--- src/rtl/conv_seq_pkg.sv ---
// Shared definitions for the convolution layer sequencer: state encoding,
// descriptor layout and the legal-geometry check used when CONV_SEQ_CFG_CHECK_EN is defined.
package conv_seq_pkg;

  localparam int IMG_W  = 8;
  localparam int CH_W   = 9;
  localparam int OCH_W  = 9;
  localparam int DESC_W = IMG_W + CH_W + OCH_W;

  typedef logic [4:0] state_t;

  localparam state_t S_RESET      = 5'd0;
  localparam state_t S_IDLE       = 5'd1;
  localparam state_t S_FETCH      = 5'd2;
  localparam state_t S_LOAD       = 5'd3;
  localparam state_t S_RUN        = 5'd4;
  localparam state_t S_NEXT_OCH   = 5'd5;
  localparam state_t S_NEXT_LAYER = 5'd6;
  localparam state_t S_DONE       = 5'd7;

  localparam logic [IMG_W-1:0] IMG_4   = 8'd4;
  localparam logic [IMG_W-1:0] IMG_8   = 8'd8;
  localparam logic [IMG_W-1:0] IMG_16  = 8'd16;
  localparam logic [IMG_W-1:0] IMG_32  = 8'd32;
  localparam logic [IMG_W-1:0] IMG_64  = 8'd64;
  localparam logic [IMG_W-1:0] IMG_128 = 8'd128;

  localparam logic [CH_W-1:0] CH_64  = 9'd64;
  localparam logic [CH_W-1:0] CH_128 = 9'd128;
  localparam logic [CH_W-1:0] CH_256 = 9'd256;

  typedef struct packed {
    logic [IMG_W-1:0] image;
    logic [CH_W-1:0]  channel;
    logic [OCH_W-1:0] out_channels;
  } desc_t;

  // Geometries the engine's line buffers and BRAM layout actually support.
  function automatic logic desc_legal(input desc_t d);
    logic img_ok;
    logic ch_ok;
    img_ok = (d.image == IMG_4)  || (d.image == IMG_8)  || (d.image == IMG_16) ||
             (d.image == IMG_32) || (d.image == IMG_64) || (d.image == IMG_128);
    ch_ok  = (d.channel == CH_64) || (d.channel == CH_128) || (d.channel == CH_256);
    return img_ok && ch_ok && (d.out_channels != '0);
  endfunction

endpackage

--- src/rtl/conv_seq_desc_table.sv ---
// Layer descriptor register file: synchronous write gated by allow_wr,
// combinational read, cleared on reset.
module conv_seq_desc_table
  import conv_seq_pkg::*;
#(
  parameter int MAX_LAYERS = 8,
  parameter int LIDX_W     = 3
) (
  input  logic              clk,
  input  logic              aresetn,
  input  logic              allow_wr,
  input  logic              we,
  input  logic [LIDX_W-1:0] waddr,
  input  desc_t             wdata,
  input  logic [LIDX_W-1:0] raddr,
  output desc_t             rdata
);

  desc_t table_q [MAX_LAYERS];

  always_ff @(posedge clk) begin
    if (!aresetn) begin
      for (int i = 0; i < MAX_LAYERS; i++) table_q[i] <= '0;
    end else if (we && allow_wr) begin
      table_q[waddr] <= wdata;
    end
  end

  assign rdata = table_q[raddr];

endmodule

--- src/rtl/conv_layer_sequencer.sv ---
// Steps the convolution engine through programmed layers, one output channel
// per pass. Optional descriptor validation: define CONV_SEQ_CFG_CHECK_EN.
module conv_layer_sequencer
  import conv_seq_pkg::*;
#(
  parameter int MAX_LAYERS = 8,
  parameter int LIDX_W     = 3
) (
  input  logic              clk,
  input  logic              aresetn,
  input  logic              cfg_we,
  input  logic [LIDX_W-1:0] cfg_addr,
  input  logic [7:0]        cfg_image_size,
  input  logic [8:0]        cfg_channel_size,
  input  logic [8:0]        cfg_out_channels,
  input  logic [LIDX_W:0]   cfg_num_layers,
  input  logic              start,
  input  logic              abort,
  input  logic              kernel_load_done,
  input  logic              m_axis_tvalid,
  input  logic              m_axis_tready,
  input  logic              m_axis_tlast,
  output logic              Load_kernel_BRAM,
  output logic              kernel_load_req,
  output logic [7:0]        Image_size,
  output logic [8:0]        Channel_size,
  output logic [LIDX_W-1:0] layer_idx,
  output logic [8:0]        out_ch_idx,
  output logic              busy,
  output logic              done,
  output logic              cfg_err
);

  state_t          state;
  state_t          state_nxt;
  desc_t           wr_desc;
  desc_t           entry;
  logic [LIDX_W:0] num_layers;
  logic            entry_ok;
  logic            beat;
  logic            last_och;
  logic            last_layer;
  logic            abort_act;
  logic            load_nxt;
  logic            busy_nxt;
  logic            done_nxt;

  assign wr_desc = '{image: cfg_image_size, channel: cfg_channel_size,
                     out_channels: cfg_out_channels};

  conv_seq_desc_table #(
    .MAX_LAYERS (MAX_LAYERS),
    .LIDX_W     (LIDX_W)
  ) u_desc_table (
    .clk      (clk),
    .aresetn  (aresetn),
    .allow_wr (state == S_IDLE),
    .we       (cfg_we),
    .waddr    (cfg_addr),
    .wdata    (wr_desc),
    .raddr    (layer_idx),
    .rdata    (entry)
  );

`ifdef CONV_SEQ_CFG_CHECK_EN
  assign entry_ok = desc_legal(entry);
`else
  assign entry_ok = 1'b1;
`endif

  assign beat      = m_axis_tvalid & m_axis_tready & m_axis_tlast;
  // out_channels==0 wraps to 511 here, giving a full 512-pass layer.
  assign last_och   = (out_ch_idx == entry.out_channels - 9'd1);
  assign last_layer = ({1'b0, layer_idx} == num_layers - (LIDX_W+1)'(1));
  assign abort_act  = abort && (state != S_RESET) && (state != S_IDLE);

  always_ff @(posedge clk) begin
    if (!aresetn) begin
      state            <= S_RESET;
      Load_kernel_BRAM <= 1'b0;
      kernel_load_req  <= 1'b0;
      busy             <= 1'b0;
      done             <= 1'b0;
    end else begin
      state            <= state_nxt;
      Load_kernel_BRAM <= load_nxt;
      kernel_load_req  <= load_nxt;
      busy             <= busy_nxt;
      done             <= done_nxt;
    end
  end

  always_comb begin
    state_nxt = state;
    case (state)
      S_RESET:      state_nxt = S_IDLE;
      S_IDLE:       if (start) state_nxt = (cfg_num_layers == '0) ? S_DONE : S_FETCH;
      S_FETCH:      state_nxt = entry_ok ? S_LOAD : S_IDLE;
      S_LOAD:       if (kernel_load_done) state_nxt = S_RUN;
      S_RUN:        if (beat) state_nxt = last_och ? S_NEXT_LAYER : S_NEXT_OCH;
      S_NEXT_OCH:   state_nxt = S_LOAD;
      S_NEXT_LAYER: state_nxt = last_layer ? S_DONE : S_FETCH;
      S_DONE:       state_nxt = S_IDLE;
      default:      state_nxt = S_IDLE;
    endcase
    if (abort_act) state_nxt = S_IDLE;
  end

  // Outputs are decoded from the next state and registered alongside it.
  always_comb begin
    load_nxt = 1'b0;
    busy_nxt = 1'b0;
    done_nxt = 1'b0;
    case (state_nxt)
      S_FETCH, S_RUN, S_NEXT_OCH, S_NEXT_LAYER: busy_nxt = 1'b1;
      S_LOAD: begin
        busy_nxt = 1'b1;
        load_nxt = 1'b1;
      end
      S_DONE:  done_nxt = 1'b1;
      default: ;
    endcase
  end

  always_ff @(posedge clk) begin
    if (!aresetn) begin
      num_layers   <= '0;
      layer_idx    <= '0;
      out_ch_idx   <= '0;
      Image_size   <= '0;
      Channel_size <= '0;
    end else if (!abort_act) begin
      case (state)
        S_IDLE: begin
          if (start) begin
            num_layers <= cfg_num_layers;
            layer_idx  <= '0;
            out_ch_idx <= '0;
          end
        end
        S_FETCH: begin
          if (entry_ok) begin
            Image_size   <= entry.image;
            Channel_size <= entry.channel;
          end
        end
        S_NEXT_OCH: out_ch_idx <= out_ch_idx + 9'd1;
        S_NEXT_LAYER: begin
          if (!last_layer) begin
            layer_idx  <= layer_idx + LIDX_W'(1);
            out_ch_idx <= '0;
          end
        end
        default: ;
      endcase
    end
  end

`ifdef CONV_SEQ_CFG_CHECK_EN
  always_ff @(posedge clk) begin
    if (!aresetn) begin
      cfg_err <= 1'b0;
    end else if (state == S_IDLE && start) begin
      cfg_err <= 1'b0;
    end else if (state == S_FETCH && !abort && !entry_ok) begin
      cfg_err <= 1'b1;
    end
  end
`else
  assign cfg_err = 1'b0;
`endif

endmodule
--- config.mk ---
export PLATFORM = sky130hd
export DESIGN_NAME = conv_layer_sequencer
export DESIGN_NICKNAME = d
export VERILOG_FILES = /design/src/rtl/conv_seq_pkg.sv /design/src/rtl/conv_seq_desc_table.sv /design/src/rtl/conv_layer_sequencer.sv
export SDC_FILE = /design/constraint.sdc
export NUM_CORES = 1
export LEC_CHECK = 0
export BUFFER_PORTS_ARGS = -buffer_cell sky130_fd_sc_hd__buf_2
export CAP_MARGIN = 25
export CORE_AREA = 2 2 159 161
export DETAILED_ROUTE_END_ITERATION = 8
export DIE_AREA = 0 0 161 163
export PLACE_DENSITY = 0.65
export RECOVER_POWER = 25
export SETUP_SLACK_MARGIN = 0.1
export SLEW_MARGIN = 25
export SYNTH_ARGS = -nofsm -noshare
export SYNTH_HDL_FRONTEND = slang
export SYNTH_SLANG_ARGS = --single-unit
--- constraint.sdc ---
create_clock -name clk -period 7.8 [get_ports clk]
set_input_delay 0.78 -clock clk [delete_from_list [all_inputs] [get_ports clk]]
set_output_delay 0.78 -clock clk [all_outputs]
set_load 0.1 [all_outputs]
Word-level counts from Yosys, hierarchy flattened
Memories as Yosys holds them, arrays and structs flattened. A register that Yosys moved wholly into a read port is not among the register bits.
Cells that the tools add are included.
- $add $sub $neg: 4
- $mul: 0
- div/mod/pow operators: 0
- $lt $le $gt $ge: 0
- equality and inequality tests: 17
- shift operators: 0
- multiplexer cells: 26
- bitwise gates (word level): 3
- reduce and logical (&&, ||, !) cells: 14
- operators by type and width (operator ; number):
    5-bit by 3-bit == test with 1-bit output (second input constant) ; 7
    9-bit case mux with 3 select lines ; 1
    26-bit two-way mux ; 1
    26-bit OR reduction ; 1
    5-bit case mux with 5 select lines ; 1
    3-bit two-way mux ; 7
    5-bit by 2-bit == test with 1-bit output (second input constant) ; 4
    5-bit two-way mux ; 4
    9-bit two-way mux ; 2
    9-bit by 1-bit adder with 9-bit output (second input constant) ; 1
    9-bit == test ; 1
    9-bit by 1-bit subtractor with 9-bit output (second input constant) ; 1
    1-bit two-way mux ; 8
    4-bit AND reduction ; 2
    3-bit case mux with 2 select lines ; 1
    5-bit by 1-bit == test with 1-bit output (second input constant) ; 1
    5-bit by 1-bit != test with 1-bit output (second input constant) ; 1
    5-bit nonzero test ; 1
    5-bit OR reduction ; 1
    3-bit by 4-bit == test with 1-bit output ; 1
    4-bit logical NOT ; 1
    2-bit != test (second input constant) ; 2
    4-bit by 1-bit subtractor with 4-bit output (second input constant) ; 1
    3-bit by 1-bit adder with 3-bit output (second input constant) ; 1
    other kinds (9) ; 12
- register bits: 41
- bits in latches: 0
- RAM bits: 208
- memory bits (read-only): 0
- bits of input ports: 42
- memories: 1
- memory list (memory ; words ; bits a word ; rd ports ; clocked after Yosys merged registers in ; write ports ; line ; source):
    u_desc_table.table_q ; 8 ; 26 ; 1 ; 1 ; 8 ; conv_seq_desc_table.sv:19 ; desc_t table_q [MAX_LAYERS];

Logic depth before layout (Yosys ltp)
- word-level depth: 9
- mapped depth: 12
- mapped depth without buffers: 11

Hierarchy
From an unflattened synthesis, not the netlist that was laid out.
- cell total of the unflattened synthesis: 867
- area total of the unflattened synthesis: 11746.3 sq um
- by module, submodules not included (module ; instances ; cells an instance ; area each (sq um) ; seq. area each (sq um)):
    conv_seq_desc_table ; 1 ; 596 ; 9384.0 ; 6246.0
    conv_layer_sequencer ; 1 ; 271 ; 2362.3 ; 820.8

Worst setup path before layout
OpenSTA, ideal clock, no wires.
- kind: reg2reg
- start point: reg state[3]
- end point: mem u_desc_table.table_q[7][0] in the netlist's numbering (enable)
- arrival time: 3.117 ns
- path slack: 4.238 ns
- stages on the path, launching flop included: 5
- path buffers: 0
- cell sequence: dfxtp_1 or2_2 nor3_2 nand4_1 o21ai_0
- RTL lines (item ; line ; source):
    start, declared ; conv_layer_sequencer.sv:34 ; state_t state;
    start signal, assigned ; conv_layer_sequencer.sv:85 ; state <= state_nxt;
    end, declared ; conv_seq_desc_table.sv:19 ;

==> impl_metrics.toml <==
[status]
status = "finished with violations"
violations = "capacitance limit, slew limit"

[cells_and_area]
layout-drive-gt1-share_pct = 18.1
n_fill_cell = 2141
nets = 951
final_cell_mix = "edfxtp_1, and2_1, mux4_2"
instances_no_fill = 1256
area_growth_pct = 13.4
layout_commonest_cell = "edfxtp_1"

[detailed_routing]
drt_iter0_drc = 782
antenna_left = 0
wl_met1_um = 11400
highest_layer = "met5"
drc = 0
first_pass_iters = 5
routedWlPerCell_um = 20.8
drt_wl_total_um = 26100
viasPerCell = 5.48
via_count = 6882
dr_wl_met2_um = 12900
route.met3.wl_um = 1280

[logic_synthesis]
ys_ff_latch = 252
async_reset_ff_share_pct = 0
syn_inst = 824
synth.avg_cell_area_um2 = 14.2
synth_edf_count = 208
ys_warn_count = 0
yosysSeqAreaShare_pct = 61.1
ys_types = 63
synth_flop_cell = "edfxtp_1"
netlist_area_um2 = 11700

[sta]
setup_slack_ns = 3.05
timing.hold.ws_ns = 0.466
max_freq_ghz = 0.210
hold_violations = 0
worst_pin_slew_ns = 3.04
setup-violations-final = 0
final_max_slew_viol_count = 37
min_period_ns = 4.75
slew_headroom_pct = -103
rsz0062_at_grt = "false"
final.period_utilization_pct = 60.9
fin_tns_setup_ns = 0
clock_skew_ns = 0.0105

[power]
peakVddDrop_uv = 174
clockPowerShare_pct = 41.8
pwr-share-seq_pct = 54.1
p_sw_w = 0.000611
swShare_pct = 22.0
power_w = 0.00278
p_per_area_nw_per_um2 = 210
pwr-share-comb_pct = 4.1
internal-power_w = 0.00217
p_leak_nw = 4.65

[place]
pre_cts_slack_ns = 4.26
gp_congestion = 0.863
port-buffer-count = 74
hpwl_um = 15800
placed_cells = 1205

[die]
start_util_pct = 47.3
dieArea_um2 = 26200
die_y_um = 163
ios = 76
coreArea_um2 = 24700
die_w_um = 161
fp-row-count = 58

[clocking]
postCtsSetupBuffers = 0
cts-htree-levels = 1
cts_hold_buffers = 0
ctsRootBufferMaster = "clkbuf_16"
path_clk_slew_ns = 0.06
clock_path_buffers = 3
cts_tree = "built"
ctsResizeCount = 0
clkLatencyLatePin_ns = 0.55
cts-buffers-inserted = 27
clock-sinks = 252

[global_routing]
antenna_found_initial = 2
track_usage_pct = 20.2
grt-ovfl-total = 0
grt_pass1_wl_um = 40500
grt_pass1_vias = 7026
grt_max_degree = 56

[worst_setup_path]
cp_cell_sequence = "clkbuf_1 -> mux2i_1 -> o211a_1 -> a221o_1 -> o311a_1 -> o41ai_2 -> a41oi_2 -> and3_1"
end_kind = "flip-flop"
crit_type = "reg2reg"
slowest_delay_ns = 2.19
arrival_ns = 5.18
cpMaxStageDelayCell = "clkbuf_1"
start_kind = "flip-flop"
cp_data_required_time_ns = 8.23
cp_max_fo = 36

[job]
maxCapViolations = 1

[hold_path]
worstHoldStart = "num_layers[3]$_SDFFE_PN0P_"
hold_path.class = "reg2reg"
worst paths after layout:
kind / end / slack (ns) / depth (start not counted)
max: done$_SDFF_PN0_ / 3.05 / 8
min: num_layers[3]$_SDFFE_PN0P_ / 0.47 / 2
max reg2reg: done$_SDFF_PN0_ / 3.05 / 8
min reg2reg: num_layers[3]$_SDFFE_PN0P_ / 0.47 / 2
power by group through the flow:
stage	clock [W]	combinational, W	sequential [W]
floorplan	0	0.0000587	0.00153
global placement	0	0.000112	0.00153
detailed placement	0	0.000115	0.00153
CTS	0.00118	0.000116	0.00150
global route	0.00123	0.000125	0.00151
finish	0.00116	0.000115	0.00150
layout make-up:
type	count	area [µm²]	share of cell area (%)
Timing Repair Buffer	95	504	3.81
Tap cell	330	413	3.12
Inverter	7	26.3	0.199
Sequential cell	252	7130	53.9
Antenna cell	1	2.50	0.0189
Clock buffer	33	698	5.28
Multi-Input combinational cell	522	4360	32.9
Clock inverter	16	93.8	0.709
cells in the mapped netlist, drive strengths merged, types with 3 or more instances:
cell type | instances | area (µm²)
a211oi | 19 | 148
and3 | 9 | 56.3
dfxtp | 44 | 881
clkbuf | 31 | 116
inv | 6 | 22.5
xnor2 | 10 | 87.6
buf | 14 | 98.8
nand4 | 9 | 56.3
mux2i | 30 | 342
nor3 | 7 | 40.0
xor2 | 8 | 70.1
nor2 | 45 | 169
o21ai | 7 | 35.0
mux2 | 6 | 67.6
nand2 | 21 | 78.8
nand3 | 15 | 75.1
nor4 | 5 | 37.5
nand2b | 13 | 81.3
and2 | 212 | 1330
mux4 | 52 | 1190
ha | 4 | 50.1
edfxtp | 208 | 6250
nor4b | 3 | 38.8
a21oi | 10 | 50.1
worst max-delay path, delay by kind of cell, from the launching register on:
| kind | cells | cell delay [ns] |
|---|---|---|
| AND/OR/NAND/NOR | 1 | 0.23 |
| multiplexers | 1 | 0.54 |
| buffers and inverters | 1 | 2.19 |
| AO/OA/AOI/OAI | 5 | 1.11 |
| flip-flops | 1 | 0.56 |
layer usage:
metal,vias to the layer above,track usage [%]
met1,3420,27.2
met2,197,34.7
met3,37,3.18
met5,-,0
li1,3226,-
met4,2,4.46
cell families after synthesis:
group                    synth area share (%)
AND/OR/NAND/NOR                          17.3
flip-flops                               61.1
multiplexers                             13.7
AO/OA/AOI/OAI                            3.99
buffers and inverters                    2.07
XOR/XNOR                                 1.35
adder cells (fa/ha/maj)                 0.429
other                                  0.0321
per-stage QoR:
stage          cell area [µm²]  util [%]
4_1_cts                  13300      53.8
6_report                 13200      53.6
2_1_floorplan            11700         -
5_1_grt                  13200      53.6
3_3_place_gp             12500      50.5
3_5_place_dp             12500      50.6
registers in the layout, indices dropped and copies added (netlist names), named ones only:
register / cells
kernel_load_req: 1
Image_size: 8
state: 5
out_ch_idx: 9
num_layers: 4
done: 1
u_desc_table.table_q: 208
busy: 1
Channel_size: 9
layer_idx: 3
(Power assumes the default switching activity.)
